===== src/rtl/contador_cascata_pkg.sv =====
// Shared definitions for the cascaded modulo counter: modulo field layout,
// default modulo constants and the per-stage operation decode.
package contador_cascata_pkg;

    localparam int MOD_W        = 8;
    localparam int MAX_ESTAGIOS = 8;

    localparam int MOD_DEC = 10;
    localparam int MOD_SEX = 6;
    localparam int MOD_H24 = 24;

    typedef logic [MOD_W*MAX_ESTAGIOS-1:0] modulos_t;

    typedef enum logic [1:0] {
        OP_HOLD  = 2'd0,
        OP_COUNT = 2'd1,
        OP_LOAD  = 2'd2,
        OP_CLR   = 2'd3
    } op_t;

    // clr beats load beats en
    function automatic op_t decode_op(input logic clr, input logic load, input logic en);
        if (clr)
            return OP_CLR;
        else if (load)
            return OP_LOAD;
        else if (en)
            return OP_COUNT;
        else
            return OP_HOLD;
    endfunction

    function automatic int mod_field(input modulos_t modulos, input int idx);
        return int'(modulos[MOD_W*idx +: MOD_W]);
    endfunction

endpackage


===== src/rtl/contador_cascata_if.sv =====
// Control/data bundle of the cascaded counter; the master drives the
// controls and load data, the slave (counter) returns counts and pulses.
interface contador_cascata_if #(
    parameter int N_ESTAGIOS = 4,
    parameter int LARGURA    = 4
);
    logic                          en;
    logic                          up;
    logic                          clr;
    logic                          load;
    logic [N_ESTAGIOS*LARGURA-1:0] load_val;
    logic [N_ESTAGIOS*LARGURA-1:0] count;
    logic [N_ESTAGIOS-1:0]         stage_wrap;
    logic                          clk_out;

    modport master (
        output en, up, clr, load, load_val,
        input  count, stage_wrap, clk_out
    );

    modport slave (
        input  en, up, clr, load, load_val,
        output count, stage_wrap, clk_out
    );
endinterface


===== src/rtl/contador_cascata_estagio.sv =====
// One modulo-MODULO up/down counter stage with clear, clamped load and a
// combinational terminal flag used to build the enable chain.
module estagio_contador
    import contador_cascata_pkg::*;
#(
    parameter int LARGURA = 4,
    parameter int MODULO  = 10
) (
    input  logic               clk_in,
    input  logic               rst,
    input  logic               en,
    input  logic               up,
    input  logic               clr,
    input  logic               load,
    input  logic [LARGURA-1:0] load_val,
    output logic [LARGURA-1:0] count,
    output logic               term
);

    localparam logic [LARGURA-1:0] MAX_VAL = LARGURA'(MODULO - 1);

    op_t                op;
    logic [LARGURA-1:0] next_count;

    // out-of-range load data is pinned to the top of the stage's range
    function automatic logic [LARGURA-1:0] clamp(input logic [LARGURA-1:0] v);
        return (v > MAX_VAL) ? MAX_VAL : v;
    endfunction

    assign op   = decode_op(clr, load, en);
    assign term = up ? (count == MAX_VAL) : (count == '0);

    always_comb begin
        next_count = count;
        case (op)
            OP_CLR:   next_count = '0;
            OP_LOAD:  next_count = clamp(load_val);
            OP_COUNT: begin
                if (up)
                    next_count = term ? '0 : count + 1'b1;
                else
                    next_count = term ? MAX_VAL : count - 1'b1;
            end
            OP_HOLD:  next_count = count;
            default:  next_count = count;
        endcase
    end

    always_ff @(posedge clk_in or negedge rst) begin
        if (!rst)
            count <= '0;
        else
            count <= next_count;
    end

endmodule


===== src/rtl/contador_cascata.sv =====
// N-stage cascaded modulo counter: all stages update on the same edge via a
// combinational enable chain; per-stage wrap flags and chain carry are registered.
module contador_cascata
    import contador_cascata_pkg::*;
#(
    parameter int                          N_ESTAGIOS = 4,
    parameter int                          LARGURA    = 4,
    parameter logic [MOD_W*N_ESTAGIOS-1:0] MODULOS    = 32'h060A_060A
) (
    input  logic                  clk_in,
    input  logic                  rst,
    contador_cascata_if.slave     bus
);

    logic [N_ESTAGIOS:0]           en_chain;
    logic [N_ESTAGIOS-1:0]         term;
    logic [LARGURA-1:0]            stage_count [N_ESTAGIOS];
    logic [N_ESTAGIOS*LARGURA-1:0] count_flat;
    logic [N_ESTAGIOS-1:0]         wrap_q;
    logic                          carry_q;

    assign en_chain[0] = bus.en;

    for (genvar i = 0; i < N_ESTAGIOS; i++) begin : g_estagio
        localparam int MOD_I = mod_field(modulos_t'(MODULOS), i);

        estagio_contador #(
            .LARGURA (LARGURA),
            .MODULO  (MOD_I)
        ) u_estagio (
            .clk_in   (clk_in),
            .rst      (rst),
            .en       (en_chain[i]),
            .up       (bus.up),
            .clr      (bus.clr),
            .load     (bus.load),
            .load_val (bus.load_val[LARGURA*i +: LARGURA]),
            .count    (stage_count[i]),
            .term     (term[i])
        );

        // a stage advances only when every lower stage sits at its terminal value
        assign en_chain[i+1] = en_chain[i] & term[i];
    end

    always_comb begin
        count_flat = '0;
        for (int i = 0; i < N_ESTAGIOS; i++)
            count_flat[LARGURA*i +: LARGURA] = stage_count[i];
    end

    // en_chain[i+1] is exactly "stage i enabled and terminal", i.e. it wraps this edge
    always_ff @(posedge clk_in or negedge rst) begin
        if (!rst) begin
            wrap_q  <= '0;
            carry_q <= 1'b0;
        end else if (bus.clr || bus.load) begin
            wrap_q  <= '0;
            carry_q <= 1'b0;
        end else begin
            wrap_q  <= en_chain[N_ESTAGIOS:1];
            carry_q <= en_chain[N_ESTAGIOS];
        end
    end

    assign bus.count      = count_flat;
    assign bus.stage_wrap = wrap_q;
    assign bus.clk_out    = carry_q;

endmodule

===== src/flat_wrapper.sv =====
// flat-port wrapper written by rule: the top's interface ports become plain ports
module contador_cascata_flat import contador_cascata_pkg::*;
#(
    parameter int                          N_ESTAGIOS = 4,
    parameter int                          LARGURA    = 4,
    parameter logic [MOD_W*N_ESTAGIOS-1:0] MODULOS    = 32'h060A_060A
)
  (clk_in, rst, bus_en, bus_up, bus_clr, bus_load, bus_load_val, bus_count, bus_stage_wrap, bus_clk_out);
  contador_cascata_if #(.N_ESTAGIOS(N_ESTAGIOS), .LARGURA(LARGURA)) bus_i ();
  input  logic clk_in;
  input  logic rst;
  input wire logic [$bits(bus_i.en)-1:0] bus_en;
  input wire logic [$bits(bus_i.up)-1:0] bus_up;
  input wire logic [$bits(bus_i.clr)-1:0] bus_clr;
  input wire logic [$bits(bus_i.load)-1:0] bus_load;
  input wire logic [$bits(bus_i.load_val)-1:0] bus_load_val;
  output wire logic [$bits(bus_i.count)-1:0] bus_count;
  output wire logic [$bits(bus_i.stage_wrap)-1:0] bus_stage_wrap;
  output wire logic [$bits(bus_i.clk_out)-1:0] bus_clk_out;
  assign bus_i.en = bus_en;
  assign bus_i.up = bus_up;
  assign bus_i.clr = bus_clr;
  assign bus_i.load = bus_load;
  assign bus_i.load_val = bus_load_val;
  assign bus_count = bus_i.count;
  assign bus_stage_wrap = bus_i.stage_wrap;
  assign bus_clk_out = bus_i.clk_out;
  contador_cascata #(.N_ESTAGIOS(N_ESTAGIOS), .LARGURA(LARGURA), .MODULOS(MODULOS)) u_core (.clk_in(clk_in), .rst(rst), .bus(bus_i));
endmodule

===== config.mk =====
export PLATFORM = sky130hd
export DESIGN_NAME = contador_cascata_flat
export DESIGN_NICKNAME = d
export VERILOG_FILES = /design/src/rtl/contador_cascata_pkg.sv /design/src/rtl/contador_cascata_if.sv /design/src/rtl/contador_cascata_estagio.sv /design/src/rtl/contador_cascata.sv /design/src/flat_wrapper.sv
export SDC_FILE = /design/constraint.sdc
export NUM_CORES = 1
export LEC_CHECK = 0
export CAP_MARGIN = 20
export CORE_AREA = 2 2 69 71
export CTS_CLUSTER_SIZE = 10
export DETAILED_ROUTE_END_ITERATION = 10
export DIE_AREA = 0 0 71 73
export PLACE_DENSITY = 0.78
export SLEW_MARGIN = 20
export SYNTH_ARGS = -nofsm -noshare
export SYNTH_HDL_FRONTEND = slang
export SYNTH_SLANG_ARGS = --single-unit
export TNS_END_PERCENT = 30

===== constraint.sdc =====
create_clock -name clk_in -period 2.9 [get_ports clk_in]
set_clock_uncertainty 0.1 [all_clocks]
set_input_delay 0.725 -clock clk_in [delete_from_list [all_inputs] [get_ports clk_in]]
set_output_delay 0.725 -clock clk_in [all_outputs]
set_load 0.005 [all_outputs]

==> results.yml, run 1 <==
clock_network:
  cts-root-buf: "clkbuf_8"
  clock_latency_ns: 0.26
  clk_path_buf_depth: 2
  htreeDepth: 1
  cts_tree: "built"
  clkTransAtPathRegs_ns: 0.08
  cts_buffers: 3
  cts.sink_count: 20
  hold_buffers: 0
worst_hold_path:
  hp-class: "flip-flop to flip-flop"
  hold_end: "u_core.g_estagio[0].u_estagio.count[0]"
  hold_start: "u_core.g_estagio[0].u_estagio.count[0]"
  hold_depth: 2
setup_path:
  crit_required_ns: 2.98
  ff2ff_setup_slack_ns: 0.19
  critical_path_class: "input port to flip-flop"
  r2r-start: "u_core.g_estagio[1].u_estagio.count[1]"
  startpoint_type: "input port"
  r2r_end: "u_core.g_estagio[2].u_estagio.count[1]"
  reg2reg_depth: 9
  critPathCaptureType: "flip-flop"
  crit_arrival_ns: 2.89
  path_max_fanout: 4
cells_and_area:
  drive_above_1_share_pct: 16.6
  areaGrowthSynthToFinish_pct: 33.8
  final_area_um2: 2670
  post-route-util_pct: 58.8
  num-fill-cells: 395
  nets: 343
  antenna-diode-count: 0
route:
  vias: 1979
  routed_wl_mm: 5.08
  ant_nets: 0
  drt_iter0_drc: 152
  drtPass1Iterations: 4
  drcViolationCount: 0
  wl_per_cell_um: 14.6
  viasPerCell: 5.67
yosys:
  ys_seq_area_share_pct: 25.1
  synthTopCellsByArea: "dfrtp_1, ha_1, o21ai_0"
  avgSynthCellArea_um2: 8.59
  synth_edf_count: 0
  syn_inst: 232
  syn-cell-area_um2: 1990
  async_flop_share_pct: 100
  synth_top_area_share_pct: 25.1
  synth_common_cells: "ha_1, dfrtp_1, nand2_1"
  ys_ff_latch: 20
  synth_cell_types: 54
  synth_most_common_cell: "ha_1"
  yosys.area.top_type: "dfrtp_1"
  synth_nets: 278
  yosysWarnings: 0
  synth_flop_cell: "dfrtp_1"
floorplan:
  core_um2: 4540
  rows: 25
  io-pin-count: 43
  die_x_um: 71
  start_util_pct: 43.9
  die-area_um2: 5180
  chipHeight_um: 73
placed_design:
  gp_congestion: 0.888
  placed_area_um2: 2630
  place.port_buffers: 42
  dp_hpwl_mm: 3.91
  dp_slack_ns: -0.411
sta:
  period_share_pct: 97.0
  setup_slack_ns: 0.0871
  max_freq_mhz: 356
  worstMarginPinSlew_ns: 0.343
  timing_hold_violations_final: 0
  holdWs_ns: 0.457
  slew_headroom_pct: 77.1
  rsz0062_at_grt: "no"
  fin_crit_ns: 2.81
  setup_viol: 0
  drv_slew: 0
power:
  power_mw: 0.857
  ir_worst_vdd_mv: 0.148
  p_per_area_nw_per_um2: 322
  p_leak_nw: 1.19
run:
  max_cap_violations: 0
global_route:
  grt_pass1_wl_mm: 8.56
  grt_usage_pct: 20.5
  grt_antenna_before_repair: 0
  grt_overflow_total: 0
  grt_max_degree: 21
  first_global_vias: 1821
run_status:
  outcome: "finished clean"
-- cells by family (layout without fill, tap and decap cells) --
kind of cell | count (synthesis) | after routing | synth area share, %
mux | 1 | 1 | 0.503
flops | 20 | 20 | 25.1
simple gates | 87 | 87 | 25.6
compound gates | 68 | 68 | 24.6
buf+inv | 26 | 89 | 6.47
fa+ha+maj | 24 | 24 | 15.1
xor+xnor | 6 | 6 | 2.64
-- layout make-up --
type	instances	area, µm²	share of cell area, %
Multi-Input combinational cell	186	1360	51.1
Tap cell	54	67.6	2.54
Timing Repair Buffer	71	637	23.9
Sequential cell	20	500	18.8
Clock buffer	3	41.3	1.55
Inverter	15	56.3	2.11
-- layer usage --
metal	vias up	global-route usage, %	share of wire, %
met5	-	0	0
met4	0	7.97	0.98
met3	6	2.07	4.8
met2	61	34.0	48
met1	934	27.7	46
li1	978	-	-
-- cell usage in the layout (no fill, tap or decap), drive strengths merged, types with 2 or more instances in the layout --
cell / n
nand4: 3
and3b: 6
or2: 4
or3b: 3
clkdlybuf4s50: 41
nand3: 7
a31oi: 8
o221ai: 2
o31ai: 7
nor3: 4
inv: 15
xnor2: 5
nor2: 11
nand3b: 3
ha: 24
nor2b: 5
a22o: 3
clkbuf: 3
a211oi: 2
or4: 2
and3: 3
o21ai: 16
a32oi: 3
a21oi: 9
nor3b: 2
buf: 29
o21ba: 2
nand2: 19
a21o: 3
o41ai: 3
nand2b: 12
a211o: 3
dfrtp: 20
-- how the worst max path moves through the flow --
stage / endpoint / from / cells after the start
6_report: u_core.g_estagio[2].u_estagio.count[1] / bus_up / 8
2_1_floorplan: u_core.g_estagio[2].u_estagio.count[1] / bus_up / 7
3_5_place_dp: u_core.g_estagio[2].u_estagio.count[1] / bus_up / 8
3_3_place_gp: u_core.g_estagio[2].u_estagio.count[1] / bus_up / 8
4_1_cts: u_core.g_estagio[2].u_estagio.count[1] / bus_up / 8
5_1_grt: u_core.g_estagio[2].u_estagio.count[0] / bus_up / 11
-- metrics by stage --
step / setup TNS [ns] / instances
after floorplan: 0 / 232
after global placement: -1.84 / 346
after detailed placement: -2.40 / 346
after CTS: 0 / 349
after global routing: 0 / 349
final: 0 / 349
-- timing repair --
action / in CTS / in global routing
endpoints found under the setup margin: 3 / 0
setup buffers: 0 / 0
resized for setup: 1 / 0
-- where the power goes --
group	switching [mW]	total, mW	internal, mW
combinational	0.164	0.348	0.184
clock	0.101	0.193	0.0929
sequential	0.0215	0.315	0.294
-- state kept, by name, summed over array words and instances (netlist names) --
name                              count
u_core.bus.clk_out                    1
u_core.g_estagio.u_estagio.count     16
u_core.bus.stage_wrap                 3
-- critical path, cell delays in order --
cell and delay (ns):
dlygate4sd2_1 0.28, or3b_2 0.49, a21oi_2 0.15, and3_1 0.22, or2_2 0.13, ha_1 0.22, or4bb_1 0.49, o221ai_1 0.18
(Power assumes the default switching activity.)
==> run 2, diff against run 1 <==
Settings changed: SLEW_MARGIN 20 to 25.
==> results of run 2 <==
Final layout, timing and power as in run 1 (identical DEF).
==> run 3, diff against run 2 <==
Settings changed: SKIP_CTS_REPAIR_TIMING set to 1.
==> run 3 against run 2 <==
Maximum frequency is 3.9% higher; sequential power hardly changed; sequential cell count stayed put; count of clock-buffer cells in the layout stayed put; wire length is 0.87% higher; register-to-register slack hardly changed; largest cell class unchanged; highest routed layer unchanged.
==> results.yml, run 3 (same netlist as run 1, synthesis figures left out) <==
placed_design:
  dp_slack_ns: -0.411
  gp_congestion: 0.888
  place.port_buffers: 42
  placed_cells: 346
  dp_hpwl_mm: 3.91
floorplan:
  start_util_pct: 43.9
  die_x_um: 71
  rows: 25
  chipHeight_um: 73
  io-pin-count: 43
  die-area_um2: 5180
  core_um2: 4540
power:
  p_per_area_nw_per_um2: 322
  clkPwrFrac_pct: 22.6
  power_mw: 0.861
  ir_worst_vdd_mv: 0.148
  p_sw_mw: 0.289
  p_comb_share_pct: 40.7
  intPower_mw: 0.572
  pwr-share-seq_pct: 36.7
  p_leak_nw: 1.20
  power.share.switching_pct: 33.5
sta:
  fin_crit_ns: 2.71
  timing_hold_violations_final: 0
  worstMarginPinSlew_ns: 0.350
  drv_slew: 0
  max_freq_mhz: 369
  slew_headroom_pct: 76.6
  period_share_pct: 93.4
  setup_viol: 0
  setup_slack_ns: 0.191
  rsz0062_at_grt: "no"
  setup_tns_ns: 0
cells_and_area:
  largest_register_ffs: 16
  antenna-diode-count: 0
  layout_commonest_cell: "clkdlybuf4s50_1"
  layout_common_cells: "clkdlybuf4s50_1, buf_4, ha_1"
  top_register: "u_core.g_estagio.u_estagio.count"
  post-route-util_pct: 58.9
  final_cell_count_no_fill: 349
  areaGrowthSynthToFinish_pct: 34.1
  nets: 343
  drive_above_1_share_pct: 16.9
route:
  viasPerCell: 5.66
  drt_iter0_drc: 130
  drtPass1Iterations: 4
  ant_nets: 0
  vias: 1977
  wl_per_cell_um: 14.7
  drcViolationCount: 0
  routed_wl_mm: 5.13
global_route:
  grt_usage_pct: 20.5
  first_global_vias: 1821
  grt_pass1_wl_mm: 8.56
  grt_overflow_total: 0
  grt_antenna_before_repair: 0
  grt_max_degree: 21
setup_path:
  path_max_fanout: 4
  startpoint_type: "flip-flop"
  crit_arrival_ns: 2.79
  critPathCaptureType: "flip-flop"
  crit_required_ns: 2.98
  critical_path_class: "flip-flop to flip-flop"
clock_network:
  clk_path_buf_depth: 2
  cts-root-buf: "clkbuf_8"
  cts_tree: "built"
  cts_buffers: 3
  cts.sink_count: 20
  clock_latency_ns: 0.26
  htreeDepth: 1
  clkTransAtPathRegs_ns: 0.08
run:
  max_cap_violations: 0
worst_hold_path:
  hp-class: "flip-flop to flip-flop"
run_status:
  outcome: "finished clean"
run 3: metrics by stage:
stage,hold WS (ns),instance area [µm²]
2_1_floorplan,0.329,1990
3_3_place_gp,0.438,2630
3_5_place_dp,0.447,2630
4_1_cts,0.463,2670
5_1_grt,0.493,2670
6_report,0.457,2670
run 3: critical path, cell delays in order (launching register included):
cell and delay [ns]:
dfrtp_1 0.39, inv_1 0.08, ha_1 0.20, or3b_2 0.46, a21oi_2 0.15, and3_1 0.22, or2_2 0.13, ha_1 0.22
or4bb_1 0.49, o221ai_1 0.18
run 3: worst paths after layout:
path	cells past startpoint	endpoint	start	slack (ns)
worst max-delay path	9	u_core.g_estagio[2].u_estagio.count[1]	u_core.g_estagio[1].u_estagio.count[1]	0.19
worst min-delay path	2	u_core.g_estagio[0].u_estagio.count[0]	u_core.g_estagio[0].u_estagio.count[0]	0.46
worst min register to register	2	u_core.g_estagio[0].u_estagio.count[0]	u_core.g_estagio[0].u_estagio.count[0]	0.46
max in group asynchronous	2	u_core.bus.clk_out	rst	1.77
worst max register to register	9	u_core.g_estagio[2].u_estagio.count[1]	u_core.g_estagio[1].u_estagio.count[1]	0.19
min in group asynchronous	2	u_core.g_estagio[3].u_estagio.count[2]	rst	0.71
run 3: cell type report:
| class | instances | area, µm² |
|---|---|---|
| Sequential cell | 20 | 500 |
| Tap cell | 54 | 67.6 |
| Timing Repair Buffer | 71 | 641 |
| Multi-Input combinational cell | 186 | 1370 |
| Clock buffer | 3 | 41.3 |
| Fill cell | 393 | 1860 |
| Inverter | 15 | 56.3 |
run 3: power groups by stage:
stage               combinational (mW)  sequential [mW]  clock (mW)
finish                           0.350            0.316       0.195
global route                     0.384            0.319       0.205
CTS                              0.348            0.315       0.196
detailed placement               0.345            0.321           0
global placement                 0.337            0.320           0
floorplan                        0.192            0.322           0
run 3: metal layers:
layer	track usage, %	vias up	routed length (µm)
li1	-	976	-
met1	27.7	940	2400
met2	34.0	55	2470
met3	2.07	6	208
met4	7.97	0	50
met5	0	-	0
